`src/rtl/pbit_sweep_sched.sv`:
```
`default_nettype none
// ============================================================================
// Module   : pbit_sweep_sched
// Brief    : Sequential p-bit update scheduler. Fires one enable per p-bit with
//            settle gaps, then captures the p-bit vector once per sweep.
//            Optional burn-in sweeps: define PBIT_SCHED_BURNIN_EN.
// Revision : 1.0 - initial release
// ============================================================================
module pbit_sweep_sched #(
  parameter int NPBIT   = 8,
  parameter int SETTLE  = 2,
  parameter int SWEEP_W = 16,
  parameter int BURNIN  = 4
) (
  input  logic               CLK,
  input  logic               RST_N,
  input  logic               start,
  input  logic               stop,
  input  logic [SWEEP_W-1:0] num_sweeps,
  input  logic [NPBIT-1:0]   pbit_state,
  output logic [NPBIT-1:0]   en,
  output logic               busy,
  output logic [NPBIT-1:0]   sample_data,
  output logic               sample_valid,
  input  logic               sample_ready,
  output logic [SWEEP_W-1:0] sweep_count,
  output logic               done,
  output logic               overrun
);

  localparam int               c_IDX_W = (NPBIT > 1) ? $clog2(NPBIT) : 1;
  localparam logic [NPBIT-1:0] c_ONE   = NPBIT'(1);

  typedef enum logic [1:0] {
    S_IDLE   = 2'd0,
    S_FIRE   = 2'd1,
    S_SETTLE = 2'd2
  } state_t;

  state_t               r_state;
  state_t               w_state_nxt;
  logic [c_IDX_W-1:0]   r_idx;
  logic [3:0]           r_settle_cnt;
  logic [SWEEP_W-1:0]   r_num_sweeps;
  logic [SWEEP_W-1:0]   r_sweep_count;
  logic [NPBIT-1:0]     r_sample_data;
  logic                 r_sample_valid;
  logic                 r_stop_seen;
  logic                 r_done;
  logic                 r_overrun;

  logic                 w_settle_last;
  logic                 w_last_idx;
  logic                 w_sweep_end;
  logic                 w_burn_active;
  logic                 w_sample_sweep;
  logic                 w_run_end;
  logic [SWEEP_W-1:0]   w_count_inc;

`ifdef PBIT_SCHED_BURNIN_EN
  localparam int c_BURN_W = (BURNIN > 0) ? $clog2(BURNIN + 1) : 1;
  logic [c_BURN_W-1:0] r_burn_cnt;
  assign w_burn_active = (r_burn_cnt != '0);
`else
  // Burn-in compiled out: constant-false for any legal BURNIN.
  assign w_burn_active = (BURNIN < 0);
`endif

  assign w_settle_last  = (r_settle_cnt == 4'(SETTLE - 1));
  assign w_last_idx     = (r_idx == c_IDX_W'(NPBIT - 1));
  assign w_sweep_end    = (r_state == S_SETTLE) && w_settle_last && w_last_idx;
  assign w_sample_sweep = w_sweep_end && !w_burn_active;
  assign w_count_inc    = r_sweep_count + SWEEP_W'(1);
  // Stop arriving on the sweep-end cycle itself also ends the run there.
  assign w_run_end      = w_sample_sweep &&
                          (((r_num_sweeps != '0) && (w_count_inc == r_num_sweeps)) ||
                           r_stop_seen || stop);

  assign en           = (r_state == S_FIRE) ? (c_ONE << r_idx) : '0;
  assign busy         = (r_state != S_IDLE);
  assign sample_data  = r_sample_data;
  assign sample_valid = r_sample_valid;
  assign sweep_count  = r_sweep_count;
  assign done         = r_done;
  assign overrun      = r_overrun;

  always_ff @(posedge CLK or negedge RST_N) begin
    if (!RST_N) r_state <= S_IDLE;
    else        r_state <= w_state_nxt;
  end

  always_comb begin
    w_state_nxt = r_state;
    case (r_state)
      S_IDLE:   if (start) w_state_nxt = S_FIRE;
      S_FIRE:   w_state_nxt = S_SETTLE;
      S_SETTLE: if (w_settle_last) w_state_nxt = w_run_end ? S_IDLE : S_FIRE;
      default:  w_state_nxt = S_IDLE;
    endcase
  end

  always_ff @(posedge CLK or negedge RST_N) begin
    if (!RST_N) begin
      r_idx          <= '0;
      r_settle_cnt   <= '0;
      r_num_sweeps   <= '0;
      r_sweep_count  <= '0;
      r_sample_data  <= '0;
      r_sample_valid <= 1'b0;
      r_stop_seen    <= 1'b0;
      r_done         <= 1'b0;
      r_overrun      <= 1'b0;
`ifdef PBIT_SCHED_BURNIN_EN
      r_burn_cnt     <= '0;
`endif
    end else begin
      r_done <= 1'b0;
      if ((r_state == S_IDLE) && start) begin
        r_num_sweeps  <= num_sweeps;
        r_sweep_count <= '0;
        r_overrun     <= 1'b0;
        r_stop_seen   <= 1'b0;
        r_idx         <= '0;
        r_settle_cnt  <= '0;
`ifdef PBIT_SCHED_BURNIN_EN
        r_burn_cnt    <= c_BURN_W'(BURNIN);
`endif
      end else begin
        if ((r_state != S_IDLE) && stop) r_stop_seen <= 1'b1;
        if (r_state == S_FIRE) r_settle_cnt <= '0;
        if (r_state == S_SETTLE) begin
          r_settle_cnt <= r_settle_cnt + 4'd1;
          if (w_settle_last) r_idx <= w_last_idx ? '0 : r_idx + c_IDX_W'(1);
        end
`ifdef PBIT_SCHED_BURNIN_EN
        if (w_sweep_end && w_burn_active) r_burn_cnt <= r_burn_cnt - c_BURN_W'(1);
`endif
        if (w_sample_sweep) begin
          r_sweep_count <= w_count_inc;
          if (w_run_end) r_done <= 1'b1;
        end
      end

      if (r_sample_valid && sample_ready) r_sample_valid <= 1'b0;
      // A held, unaccepted sample wins; the fresh vector is dropped.
      if (w_sample_sweep) begin
        if (!r_sample_valid || sample_ready) begin
          r_sample_data  <= pbit_state;
          r_sample_valid <= 1'b1;
        end else begin
          r_overrun <= 1'b1;
        end
      end
    end
  end

endmodule
`default_nettype wire

```
`config.mk`:
```
export PLATFORM = sky130hd
export DESIGN_NAME = pbit_sweep_sched
export DESIGN_NICKNAME = d
export VERILOG_FILES = /design/src/rtl/pbit_sweep_sched.sv
export SDC_FILE = /design/constraint.sdc
export NUM_CORES = 1
export LEC_CHECK = 0
export ABC_CLOCK_PERIOD_IN_PS = 2060
export BUFFER_PORTS_ARGS = -buffer_cell sky130_fd_sc_hd__buf_4
export CORE_MARGIN = 3
export CORE_UTILIZATION = 40
export DETAILED_ROUTE_END_ITERATION = 10
export SLEW_MARGIN = 20
export SYNTH_ARGS = -nofsm -noshare
export SYNTH_HDL_FRONTEND = slang
export SYNTH_SLANG_ARGS = --single-unit
```
`constraint.sdc`:
```
create_clock -name CLK -period 2.06 [get_ports CLK]
set_input_delay 0 -clock CLK [delete_from_list [all_inputs] [get_ports CLK]]
set_output_delay 0 -clock CLK [all_outputs]
set_load 0.05 [all_outputs]
```
; ---- Word-level counts from Yosys, hierarchy flattened
; Cells that the tools add are included.
[op_classes]
addsub = 3
n_eq_ne = 7
shifts = 1
mux = 25
n_reduce_logical = 22
[ops]
columns = operator, count
row1 = $mux W16, 2
row2 = $add A16 B1 Y16 const B, 1
row3 = $eq A16 B16 Y1, 1
row4 = $reduce_bool A16 Y1, 1
row5 = $mux W1, 12
row6 = $mux W3, 4
row7 = $mux W4, 3
row8 = $reduce_bool A2 Y1, 5
row9 = $mux W8, 1
row10 = $shl A1 B3 Y8 const A, 1
row11 = $logic_and A1 B1 Y1, 7
row12 = $pmux W2 S3, 1
row13 = $reduce_and A2 Y1, 3
row14 = $add A4 B1 Y4 const B, 1
row15 = $eq A4 B1 Y1 const B, 1
row16 = $mux W2, 2
row17 = $ne A2 B2 Y1 const B, 2
row18 = $add A3 B1 Y3 const B, 1
row19 = $eq A3 B3 Y1 const B, 1
row20 = $logic_or A1 B1 Y1, 3
row21 = $reduce_bool A3 Y1, 1
row22 = $eq A2 B1 Y1 const B, 1
row23 = $eq A2 B2 Y1 const B, 1
row24 = $logic_not A2 Y1, 1
row25 = $logic_not A1 Y1, 1
[word_totals]
ff_bits = 53
out_inout_bits = 36

; ---- Depth between registers and ports, before layout
; Gate-level depths: netlist of the first run.
[logic_depth]
ltp_word = 9
ltp_mapped = 10
depth_no_buf = 8

; ---- Least setup slack after synthesis of the first run
; No wires, ideal clock.
[synth_path]
path_kind = flip-flop to flip-flop
startpoint = register r_sweep_count[0], in the netlist sweep_count[0]
endpoint = register r_state[0]
arrival_ps = 2288
t_required_ps = 1965
setup_slack_ps = -323
stages_incl_launch_ff = 8
path_buffers = 0
period_less_slack_ps = 2383
cell_sequence = dfrtp_1 -> ha_1 -> nand3_1 -> and2_1 -> o211a_1 -> o32ai_1 -> nor4_2 -> o31ai_1
[synth_via]
elab_chain_cells = 9
[synth_rtl]
columns = element, line_no
row1 = start: declaration, 45  ; logic [SWEEP_W-1:0] r_sweep_count;
row2 = start signal: assignment, 139  ; r_sweep_count <= w_count_inc;
row3 = $add A16 B1 Y16, 73  ; assign w_count_inc = r_sweep_count + SWEEP_W'(1);
row4 = $eq A16 B16 Y1, 76  ; (((r_num_sweeps != '0) && (w_count_inc == r_num_sweeps)) ||
row5 = $logic_and A1 B1 Y1, 76
row6 = $logic_or A1 B1 Y1, 76
row7 = $logic_or A1 B1 Y1, 77  ; r_stop_seen || stop);
row8 = $logic_and A1 B1 Y1, 75  ; assign w_run_end = w_sample_sweep &&
row9 = $mux W1, 97  ; S_SETTLE: if (w_settle_last) w_state_nxt = w_run_end ? S_IDLE : S_FIRE;
row10 = $mux W2, 97
row11 = $pmux W2 S3, 94  ; case (r_state)
row12 = end signal: assignment, 89  ; else r_state <= w_state_nxt;
row13 = end: declaration, 40  ; state_t r_state;
; No other way between the ends. The select of a mux whose other input is x is not followed.
; A chain may end at the register's enable or synchronous reset.

; ---- Worst setup path in the final report of the first run
; Ends and elaborated chain as after synthesis.

==> impl_metrics.ini, run 1 <==
[final_layout]
nets = 489
syn2layout_area_growth_pct = 43.94
drive_above_1_share_pct = 31.25
diodes = 0

[setup_path]
end_kind = flip-flop
crit_start = sweep_count[0]
r2r_start = sweep_count[0]
start_kind = flip-flop
arrival_ns = 2.18
worstSetupPathType = reg2reg
crit_required_ns = 2.26
path_max_fanout = 6

[global_routing]
antenna_found_initial = 0
grt_usage_pct = 17.31
grt_pass1_vias = 2608
grt_max_degree = 54
grt_pass1_wl_um = 12060
overflow = 0

[clocking]
cts_tree = done
clockBufferDepth = 2
htreeDepth = 2
clk_pin_slew_ns = 0.10
worstSkewPairLatency_ns = 0.31
clock-sinks = 53
cts_buffers = 5
root_buffer = clkbuf_8

[timing]
fin_crit_ns = 1.975
setup_violations = 0
finalClockSkew_ns = 0.01175
slew_headroom_pct = 55.23
setup_tns_ns = 0
worst_pin_slew_ns = 0.6715
fmax_ghz = 0.5064
period_share_pct = 95.85
slew_viol_final = 0
rsz0062_at_grt = yes
hold_viol_final = 0

[floorplan]
die_w_um = 92.50
core_sq_um = 7019
die-area_sq_um = 8556
start_util_pct = 42.64
fp-row-count = 30
die_h_um = 92.50
ios = 65

[routing]
via_count = 2690
drt_iter0_drc = 96
dr.pass1.iters = 4
vias_per_cell = 4.945
wl_per_cell_um = 13.36
drcViolationCount = 0
ant_nets = 0
wl_um = 7267

[synth]
synth_top_cell_by_area = dfrtp_1
synth-edff-count = 0
ys_seq_area_share_pct = 44.31
avgSynthCellArea_sq_um = 8.961
yosysMostFrequentCell = nand2_1
yosysWarnings = 0
synth_top_area_share_pct = 44.31
synth_cells = 334
synthArstFlopShare_pct = 100.0
yosysUniqueCellTypes = 43
synth_common_cells = nand2_1, dfrtp_1, nor2_1
synthFlopType = dfrtp_1
postSynthRegisterBits = 53
netlist_area_sq_um = 2993
synth_nets = 376
synth_area_leaders = dfrtp_1, nand2_1, ha_1

[pwr]
peakVddDrop_v = 0.0005333
power.density_nw_per_um2 = 827.2
power_mw = 3.564
leakage_nw = 2.054

[status]
status = finished, final reports clean

[min_path]
hp-class = in2reg
hp-start = stop

[place]
place_congestion = 0.9421
dp_hpwl_um = 5215
place.port_buffers = 64

[flow_run]
maxCapViolCount = 0
## registers in the layout (all words and copies together), names as in the netlist
name / count
r_settle_cnt: 4
done: 1
r_state: 2
overrun: 1
r_stop_seen: 1
sweep_count: 16
sample_valid: 1
r_idx: 3
r_num_sweeps: 16
sample_data: 8
## final cells by class
cell class	count	area (sq um)
fillers	627	2711
multi-input cells	250	1675
clock inverters	3	43.79
repair buffers	123	1006
inverters	14	52.55
flip-flops and latches	53	1341
well taps	96	120.1
clock buffers	5	68.82
## metrics by stage
stage | utilization [%] | cell area (sq um) | hold slack [ns] | cells | setup WS, ns
floorplan | - | 3100 | -0.2956 | 334 | -0.02637
global route | 61.37 | 4308 | 0.09086 | 544 | -0.03642
detailed placement | 54.19 | 3804 | 0.08912 | 504 | 0.008197
CTS | 60.02 | 4213 | 0.03893 | 540 | 0.01303
global placement | 54.19 | 3804 | 0.08720 | 504 | 0.07857
finish | 61.37 | 4308 | 0.04765 | 544 | 0.08541
## repair_timing
action,in CTS,in global routing
pin swaps,0,4
endpoints found under the hold margin,79,0
endpoints found under the setup margin,1,5
hold buffers,28,0
resized for setup,2,11
setup buffers,0,4
## where the power goes
group	switching (mW)	internal, mW
clock network	0.363	0.365
logic	0.792	0.610
registers	0.194	1.24
## layout by cell type, fill, tap and decap left out, drive strengths merged, types with 12 or more instances in the layout
cell type,synthesis,layout
buf,4,95
nand2,64,64
dfrtp,53,53
dlygate4sd3,0,28
nor2,26,26
xor2,16,16
o21ai,16,16
inv,14,15
xnor2,14,14
ha,13,13
a21oi,12,12
## critical path: stages, from the launching register on
cell,delay [ns]
dfrtp_2,0.48
nand4_4,0.14
or3_4,0.37
a221oi_4,0.31
o32ai_4,0.13
nor4_4,0.33
o31ai_1,0.10
## kinds of logic after synthesis
| kind of cell | Yosys count | synth area share [%] |
|---|---|---|
| multiplexers | 9 | 3.345 |
| AND/OR/NAND/NOR | 158 | 25.92 |
| buffers and inverters | 31 | 4.139 |
| AO/OA/AOI/OAI | 40 | 8.070 |
| flip-flops | 53 | 44.31 |
| XOR/XNOR | 30 | 8.779 |
| adder cells (fa/ha/maj) | 13 | 5.435 |
## final timing paths
path,to,slack [ns],cells after the start
setup / recovery,r_state[0],0.09,6
hold / removal,r_state[0],0.05,4
hold reg to reg,overrun,0.50,2
min in group asynchronous,sample_data[1],0.28,2
max in group asynchronous,sweep_count[11],1.28,2
setup reg to reg,r_state[0],0.09,6
## metal layers
| layer | part of all wire [%] | GRT usage, % |
|---|---|---|
| met1 | 47 | 22.81 |
| met2 | 48 | 29.37 |
| met3 | 3.8 | 3.087 |
| met4 | 1.1 | 4.455 |
| met5 | 0 | 0 |
Note: power is estimated with default switching activity, not from simulation.
==> run 2, diff against run 1 <==
--- a/config.mk
+++ b/config.mk
@@ -10,6 +10,7 @@
 export CORE_MARGIN = 3
 export CORE_UTILIZATION = 40
 export DETAILED_ROUTE_END_ITERATION = 10
+export PLACE_DENSITY = 0.73
 export SLEW_MARGIN = 20
 export SYNTH_ARGS = -nofsm -noshare
 export SYNTH_HDL_FRONTEND = slang
==> impl_metrics.ini, run 2 (synthesis results as in run 1) <==
[pwr]
pwr-share-seq_pct = 42.1
leakage_nw = 2.041
power_mw = 3.401
power.density_nw_per_um2 = 803.0
clock_power_share_pct = 17.8
cellInternalPower_mw = 2.075
power.switching_mw = 1.326
switching_share_pct = 38.99
comb_power_share_pct = 40.1
peakVddDrop_v = 0.0004920

[floorplan]
core_sq_um = 7019
start_util_pct = 42.64
fp-row-count = 30
die_w_um = 92.50
die_h_um = 92.50
die-area_sq_um = 8556
ios = 65

[routing]
wl_per_cell_um = 14.01
vias_per_cell = 5.048
drcViolationCount = 0
drt_iter0_drc = 300
ant_nets = 0
wl_um = 7605
via_count = 2741
dr.pass1.iters = 4

[global_routing]
grt_max_degree = 54
grt_pass1_vias = 2797
antenna_found_initial = 0
grt_usage_pct = 18.67
overflow = 0
grt_pass1_wl_um = 13120

[clocking]
clk_pin_slew_ns = 0.10
htreeDepth = 2
root_buffer = clkbuf_8
worstSkewPairLatency_ns = 0.31
clockBufferDepth = 2
clock-sinks = 53
cts_tree = done
cts_buffers = 5

[place]
place.port_buffers = 64
place_congestion = 0.9105
dp_hpwl_um = 5546

[final_layout]
syn2layout_area_growth_pct = 41.51
diodes = 0
layout_common_cells = buf_4, nand2_1, dfrtp_1
drive_above_1_share_pct = 31.32
final_common_cell = buf_4
nets = 488

[min_path]
hp-class = in2reg

[timing]
period_share_pct = 95.31
hold_viol_final = 0
slew_viol_final = 0
fmax_ghz = 0.5093
worst_pin_slew_ns = 0.6632
finalClockSkew_ns = 0.009256
fin_crit_ns = 1.963
slew_headroom_pct = 55.79
setup_violations = 0
setup_tns_ns = 0

[setup_path]
start_kind = flip-flop
crit_required_ns = 2.25
path_max_fanout = 5
worstSetupPathType = reg2reg
end_kind = flip-flop
arrival_ns = 2.16

[flow_run]
maxCapViolCount = 0

[status]
status = finished, final reports clean
## run 2: cell count changes in the layout (fill, tap and decap cells not counted), moves of 2 or more
cell and change:
ha_1 -3, nor3_1 +2, ha_2 +3, clkinv_4 +2, nor3_2 -2
## run 2: critical path: stages (launching register included)
cell     delay [ns]
dfrtp_2        0.44
ha_4           0.17
nand3_2        0.16
nor4_4         0.33
xnor2_1        0.15
nand4_1        0.12
nor4_2         0.37
o31ai_1        0.10
## run 2: power by group through the flow
stage	Clock (mW)	Combinational, mW	Sequential, mW
after detailed placement	0	1.30	1.45
after global placement	0	1.26	1.44
final	0.607	1.36	1.43
after CTS	0.626	1.37	1.43
after floorplan	0	0.901	1.43
after global routing	0.664	1.54	1.47
## run 2: area by class of cell
cell class,instances,area (sq um)
timing repair buffer,122,998.5
clock buffer,5,68.82
multi-input combinational,250,1628
clock inverter,3,26.28
fill,603,2784
sequential,53,1341
inverter,14,52.55
tap,96,120.1
## run 2: worst paths after layout
path / startpoint / end / slack, ns / depth (start not counted)
hold reg to reg: overrun / overrun / 0.51 / 2
hold / removal: stop / r_state[0] / 0.06 / 4
min in group asynchronous: RST_N / r_stop_seen / 0.24 / 2
setup / recovery: sweep_count[0] / r_state[0] / 0.1 / 7
max in group asynchronous: RST_N / sweep_count[11] / 1.33 / 2
setup reg to reg: sweep_count[0] / r_state[0] / 0.1 / 7
## run 2: stage by stage
stage               setup slack [ns]  cell area (sq um)  instances  hold WS [ns]  utilization [%]
CTS                          0.04084               4184        540       0.06184            59.61
global route              -0.0004927               4235        543        0.1010            60.34
finish                       0.09654               4235        543       0.05993            60.34
detailed placement          -0.01246               3796        503       0.08143            54.08
global placement             0.05709               3796        503       0.07115            54.08
floorplan                   -0.02637               3100        334       -0.2956                -
## run 2: layer usage
metal / up-vias / track usage, % / part of all wire [%]
met2: 77 / 32.99 / 50
met1: 1300 / 23.91 / 44
li1: 1351 / - / -
met5: - / 0 / 0
met3: 13 / 2.762 / 4.8
met4: 0 / 4.579 / 1.4
## run 2: timing repair
action                                  CTS  global route
endpoints found under the hold margin    79             0
hold buffers                             28             0
pin swaps                                 1             6
endpoints found under the setup margin    2            14
setup buffers                             1             3
gates resized for setup                   1             9
